$ cat config.mk
export PLATFORM = sky130hd
export DESIGN_NAME = secded16_encoder_pipe
export DESIGN_NICKNAME = d
export VERILOG_FILES = /design/src/rtl/secded16_encoder_pipe.sv
export SDC_FILE = /design/constraint.sdc
export NUM_CORES = 1
export LEC_CHECK = 0
export CAP_MARGIN = 20
export CORE_MARGIN = 10
export CORE_UTILIZATION = 30
export CTS_BUF_LIST = sky130_fd_sc_hd__clkbuf_8
export DETAILED_ROUTE_END_ITERATION = 10
export DONT_BUFFER_PORTS = 1
export RECOVER_POWER = 50
export REMOVE_ABC_BUFFERS = 1
export SYNTH_ARGS = -nofsm -noshare
export SYNTH_HDL_FRONTEND = slang
export SYNTH_SLANG_ARGS = --single-unit
$ cat constraint.sdc
create_clock -name clk -period 2.28 [get_ports clk]
set_input_delay 0.456 -clock clk [delete_from_list [all_inputs] [get_ports clk]]
set_output_delay 0.456 -clock clk [all_outputs]
set_load 0.02 [all_outputs]
$ cat src/rtl/secded16_encoder_pipe.sv
// Two-stage SEC/DED (22,16) extended-Hamming encoder with valid/ready on both sides.
// Optional error injection: define SECDED_ERR_INJ_EN to XOR a captured inj_mask into out_code.
module secded16_encoder_pipe #(
   parameter int CNT_W = 16
) (
   input  logic             clk,
   input  logic             rst,
   input  logic             in_valid,
   output logic             in_ready,
   input  logic [15:0]      in_data,
   input  logic [21:0]      inj_mask,
   output logic             out_valid,
   input  logic             out_ready,
   output logic [21:0]      out_code,
   output logic [CNT_W-1:0] word_cnt
);

   // Data bits fill non-power-of-two positions 3..21; check bit 2^j covers positions with bit j set.
   function automatic logic [21:0] encode(input logic [15:0] d);
      logic [21:0] c;
      int          k;
      logic        par;
      c = '0;
      k = 0;
      for (int p = 3; p < 22; p++) begin
         if ((p & (p - 1)) != 0) begin
            c[p] = d[k];
            k++;
         end
      end
      for (int j = 0; j < 5; j++) begin
         par = 1'b0;
         for (int p = 3; p < 22; p++) begin
            if (p[j]) par = par ^ c[p];
         end
         c[1 << j] = par;
      end
      c[0] = ^c[21:1];
      return c;
   endfunction

   logic             s1_valid_q, s1_valid_d;
   logic [15:0]      s1_data_q, s1_data_d;
   logic             out_valid_q, out_valid_d;
   logic [21:0]      out_code_q, out_code_d;
   logic [CNT_W-1:0] word_cnt_q, word_cnt_d;
   logic             s1_adv, s2_adv;
   logic [21:0]      s1_code;

`ifdef SECDED_ERR_INJ_EN
   logic [21:0]      s1_mask_q, s1_mask_d;
`else
   logic             unused_inj_mask;
   assign unused_inj_mask = ^inj_mask;
`endif

   always_comb begin
      s2_adv      = !out_valid_q || out_ready;
      s1_adv      = !s1_valid_q || s2_adv;
      s1_valid_d  = s1_adv ? in_valid : s1_valid_q;
      s1_data_d   = (s1_adv && in_valid) ? in_data : s1_data_q;
`ifdef SECDED_ERR_INJ_EN
      s1_mask_d   = (s1_adv && in_valid) ? inj_mask : s1_mask_q;
      s1_code     = encode(s1_data_q) ^ s1_mask_q;
`else
      s1_code     = encode(s1_data_q);
`endif
      out_valid_d = s2_adv ? s1_valid_q : out_valid_q;
      // Code only loads on a real word so a bubble leaves the last code visible but invalid.
      out_code_d  = (s2_adv && s1_valid_q) ? s1_code : out_code_q;
      word_cnt_d  = word_cnt_q + CNT_W'(out_valid_q && out_ready);
   end

   always_ff @(posedge clk) begin
      if (rst) begin
         s1_valid_q  <= 1'b0;
         s1_data_q   <= '0;
`ifdef SECDED_ERR_INJ_EN
         s1_mask_q   <= '0;
`endif
         out_valid_q <= 1'b0;
         out_code_q  <= '0;
         word_cnt_q  <= '0;
      end else begin
         s1_valid_q  <= s1_valid_d;
         s1_data_q   <= s1_data_d;
`ifdef SECDED_ERR_INJ_EN
         s1_mask_q   <= s1_mask_d;
`endif
         out_valid_q <= out_valid_d;
         out_code_q  <= out_code_d;
         word_cnt_q  <= word_cnt_d;
      end
   end

   assign in_ready  = s1_adv;
   assign out_valid = out_valid_q;
   assign out_code  = out_code_q;
   assign word_cnt  = word_cnt_q;

endmodule
# [Word-level counts from Yosys, hierarchy flattened]
# Index checks and enable logic that the tools add are counted.
[word_totals] input_bits=42 ff_bits=56 wordCells=49
[classes] n_addsub=1 bitwise_logic=35 reduce_logical=8
[op_table] op="$xor 1x1->1" count=35
[op_table] op="$reduce_xor 21->1" count=1
[op_table] op="$add 16x1->16" count=1
[op_table] op="$logic_and 1x1->1" count=3
[op_table] op="$logic_not 1->1" count=2
[op_table] op="$logic_or 1x1->1" count=2

# [Depth between registers and ports, before layout]
[depth] depth_word=10 mapped_depth=8

# [Least setup slack after synthesis]
# Ideal clock, no wire load.
[synth_path] path_type="register to register" from="register s1_data_q[3]" to="register out_code_q[0], in the netlist out_code[0]" stages_incl_launch_ff=6 path_buffers=0 slack_ns=0.525 t_arrival_ns=1.640 setup_time_ns=0.115 synth_period_minus_slack_ns=1.755 required_ns=2.165 cell_sequence="dfxtp_1 -> xnor3_1 -> xnor2_1 -> xnor2_1 -> xnor3_1 -> o21a_1"
[synth_via] elab_chain_len=9
[synth_lines] element="start, declared" line="43" text="logic [15:0] s1_data_q, s1_data_d;"
[synth_lines] element="start signal, assigned" line="86" text="s1_data_q <= s1_data_d;"
[synth_lines] element="$xor 1x1->1 (8 in a row)" line="34" text="if (p[j]) par = par ^ c[p];"
[synth_lines] element="$reduce_xor 21->1 (*)" line="38" text="c[0] = ^c[21:1];"
[synth_lines] element="end signal, assigned" line="91" text="out_code_q <= out_code_d;"
[synth_lines] element="end, declared" line="45" text="logic [21:0] out_code_q, out_code_d;"
# Every way passes the cells marked *; elsewhere a longest branch is shown, timed or not.
# A chain may end at the register's enable or synchronous reset.

# [Worst setup path after layout]
# Same ends and word-level chain as after synthesis.

==> metrics.txt <==
# TYPE chip_impl_metric gauge
chip_impl_info{name="outcome",value="finished, final reports clean"} 1
chip_impl_metric{name="placed_cells",unit=""} 368
chip_impl_metric{name="finalSetupViolCount",unit=""} 0
chip_impl_metric{name="critical_path_required",unit="ns"} 2.49
chip_impl_metric{name="cp_data_arrival_time",unit="ns"} 2.10
chip_impl_metric{name="initial_core_util",unit="%"} 31.43
chip_impl_metric{name="post_cts_hold_buffer_count",unit=""} 0
chip_impl_info{name="crit_path_class",value="register to register"} 1
chip_impl_metric{name="vias_after_detailed_routing",unit=""} 1731
chip_impl_metric{name="yosysSeqAreaShare",unit="%"} 48.41
chip_impl_info{name="worst_hold_path.endpoint",value="word_cnt[0]"} 1
chip_impl_metric{name="transition_at_the_pin_with_the_smallest_max_transition_slack",unit="ns"} 0.6241
chip_impl_metric{name="worst_hold_path.num_cells",unit=""} 1
chip_impl_metric{name="numPortBuffers",unit=""} 0
chip_impl_metric{name="synth-seq-cells",unit=""} 56
chip_impl_metric{name="overflow_left_after_global_routing",unit=""} 0
chip_impl_info{name="yosys_most_used_dff",value="dfxtp_1"} 1
chip_impl_metric{name="power_density",unit="nW/um^2"} 755.0
chip_impl_metric{name="drive_above_1_share",unit="%"} 3.249
chip_impl_metric{name="clock-skew-final",unit="ns"} 0.01215
chip_impl_metric{name="critical_path_maximum_fanout",unit=""} 4
chip_impl_info{name="final_cell_mix",value="79 x nand2_1, 56 x dfxtp_1, 41 x a21oi_1"} 1
chip_impl_metric{name="die_w",unit="microns"} 107.9
chip_impl_metric{name="cts_inserted_buffers",unit=""} 5
chip_impl_info{name="min_from",value="rst"} 1
chip_impl_metric{name="detailedRoute.firstIterationViolations",unit=""} 103
chip_impl_metric{name="grt_use_total",unit="%"} 9.406
chip_impl_metric{name="synth_cell_type_count",unit=""} 21
chip_impl_metric{name="route.antenna.remaining_nets",unit=""} 0
chip_impl_metric{name="synth-edff-count",unit=""} 0
chip_impl_metric{name="netlist_area",unit="sq um"} 2316
chip_impl_metric{name="grt_pass1_vias",unit=""} 1603
chip_impl_metric{name="grt_first_pass_wirelength",unit="mm"} 8.611
chip_impl_metric{name="synth_async_sr_flop_share",unit="%"} 0
chip_impl_metric{name="numClockSinks",unit=""} 56
chip_impl_info{name="grt_setup_unrepaired",value="false"} 1
chip_impl_metric{name="regToRegSetupSlack",unit="ns"} 0.39
chip_impl_metric{name="antennaDiodeCount",unit=""} 0
chip_impl_metric{name="cts_htree_levels",unit=""} 2
chip_impl_metric{name="synth_cells",unit=""} 276
chip_impl_metric{name="syn_to_final_growth",unit="%"} 8.536
chip_impl_metric{name="maximum_clock_path_buffer_count",unit=""} 2
chip_impl_metric{name="timing.max_slew.rel_slack",unit="%"} 58.39
chip_impl_metric{name="final.period_utilization",unit="%"} 83.10
chip_impl_metric{name="fp.coreArea",unit="sq um"} 7370
chip_impl_metric{name="setup-tns-final",unit="ns"} 0
chip_impl_metric{name="final_max_slew_violation_count",unit=""} 0
chip_impl_metric{name="gp_congestion",unit=""} 0.6917
chip_impl_metric{name="synth_area_per_cell",unit="sq um"} 8.391
chip_impl_metric{name="die_area",unit="sq um"} 11630
chip_impl_metric{name="wl_per_cell",unit="microns"} 14.83
chip_impl_metric{name="place_hpwl",unit="mm"} 4.107
chip_impl_info{name="startpoint_type",value="register"} 1
chip_impl_metric{name="totalWireLength",unit="mm"} 5.575
chip_impl_metric{name="irDropWorstVdd",unit="V"} 0.0002421
chip_impl_metric{name="timing.reg2reg.worst_path_depth",unit=""} 5
chip_impl_info{name="cp-end-kind",value="register"} 1
chip_impl_metric{name="clk_latency",unit="ns"} 0.31
chip_impl_info{name="clockRootBuffer",value="clkbuf_8"} 1
chip_impl_metric{name="ctsResizeCount",unit=""} 0
chip_impl_metric{name="firstDrtPassIters",unit=""} 5
chip_impl_info{name="worst_r2r_startpoint",value="s1_data_q[3]"} 1
chip_impl_metric{name="die_h",unit="microns"} 107.9
chip_impl_info{name="hold_path.class",value="input pin to register"} 1
chip_impl_metric{name="num_rows",unit=""} 31
chip_impl_info{name="tritoncts",value="yes"} 1
chip_impl_metric{name="period_needed",unit="ns"} 1.895
chip_impl_metric{name="clk_transition_reported_paths",unit="ns"} 0.10
chip_impl_metric{name="postCtsSetupBuffers",unit=""} 0
chip_impl_metric{name="hold_viol",unit=""} 0
chip_impl_info{name="r2r_end",value="out_code[0]"} 1
chip_impl_info{name="final_common_cell",value="nand2_1"} 1
chip_impl_metric{name="drc",unit=""} 0
chip_impl_metric{name="nets",unit=""} 320
chip_impl_metric{name="mean_number_of_vias_per_cell",unit=""} 4.604
chip_impl_metric{name="p_leak",unit="nW"} 0.9035
chip_impl_metric{name="grt_max_degree",unit=""} 57
chip_impl_metric{name="ys_warn_count",unit=""} 0
chip_impl_metric{name="number_of_antenna_violations_at_the_first_check_in_global_routing",unit=""} 0
chip_impl_metric{name="num_io_pins",unit=""} 82
chip_impl_metric{name="layout.cells.non_filler",unit=""} 376
chip_impl_metric{name="achievable-frequency",unit="GHz"} 0.5278
chip_impl_metric{name="drv_cap",unit=""} 0
worst max-delay path: stages (launching register included):
cell and delay (ns):
dfxtp_1 0.40, xnor3_1 0.44, xnor2_1 0.19, xnor2_1 0.16, xnor3_1 0.42, o21a_1 0.17
cell type report:
cell class                 instances  area [sq um]
timing repair buffer               7         33.78
sequential                        56          1121
clock inverter                     2         11.26
fill                             830          4856
clock buffer                       6         82.58
multi-input combinational        206          1141
tap                               99         123.9
stage by stage:
step	power, mW	instance area, sq um	util (%)	setup WS, ns	hold WS [ns]
finish	1.898	2514	34.11	0.3853	0.2013
global route	1.989	2514	34.11	0.2330	0.1834
CTS	1.925	2532	34.36	0.3733	0.1895
detailed placement	1.366	2439	33.09	0.3455	0.4699
global placement	1.361	2439	33.09	0.3931	0.4653
floorplan	1.312	2262	-	0.5243	0.4508
registers in the layout, indices dropped and copies added, names as in the netlist:
signal,cells
s1_valid_q,1
out_code,22
word_cnt,16
s1_data_q,16
out_valid,1
power by group:
part | leakage [nW] | total, mW | switching (mW) | internal, mW
Combinational | 0.399 | 0.257 | 0.112 | 0.145
Clock | 0.0486 | 0.565 | 0.321 | 0.243
Sequential | 0.456 | 1.08 | 0.0606 | 1.02
Total | 0.904 | 1.90 | 0.494 | 1.40
routing by layer:
metal,GRT usage [%],vias up,share of wire [%]
met1,10.27,793,42
met3,4.910,7,10
li1,-,892,-
met5,0,-,0
met4,4.580,0,1.8
met2,14.70,39,46
kinds of logic after synthesis:
logic type	Yosys count	share of synthesized area [%]
flip-flops	56	48.41
AND/OR/NAND/NOR	121	21.77
adder cells (fa/ha/maj)	2	1.080
XOR/XNOR	37	16.37
buffers and inverters	14	2.323
AO/OA/AOI/OAI	46	10.05
how the worst max path moves through the flow:
stage	from	endpoint	slack, ns	depth (start not counted)
finish	s1_data_q[3]	out_code[0]	0.39	5
global route	out_valid	word_cnt[15]	0.23	7
CTS	s1_data_q[3]	out_code[0]	0.37	5
detailed placement	out_ready	word_cnt[12]	0.35	8
global placement	out_ready	word_cnt[12]	0.39	8
floorplan	s1_data_q[3]	out_code[0]	0.52	5
cells in the mapped netlist, drive strengths merged (4+ instances only):
master	instances	area, sq um
xor2	12	105.1
nand3	7	35.03
xnor2	21	183.9
nand2	79	296.5
or3	4	25.02
nor2	17	63.81
xnor3	4	90.09
a21oi	41	205.2
dfxtp	56	1121
o21ai	4	20.02
nor2b	4	25.02
clkbuf	13	50.04
Power figures use the tool's default switching activity.
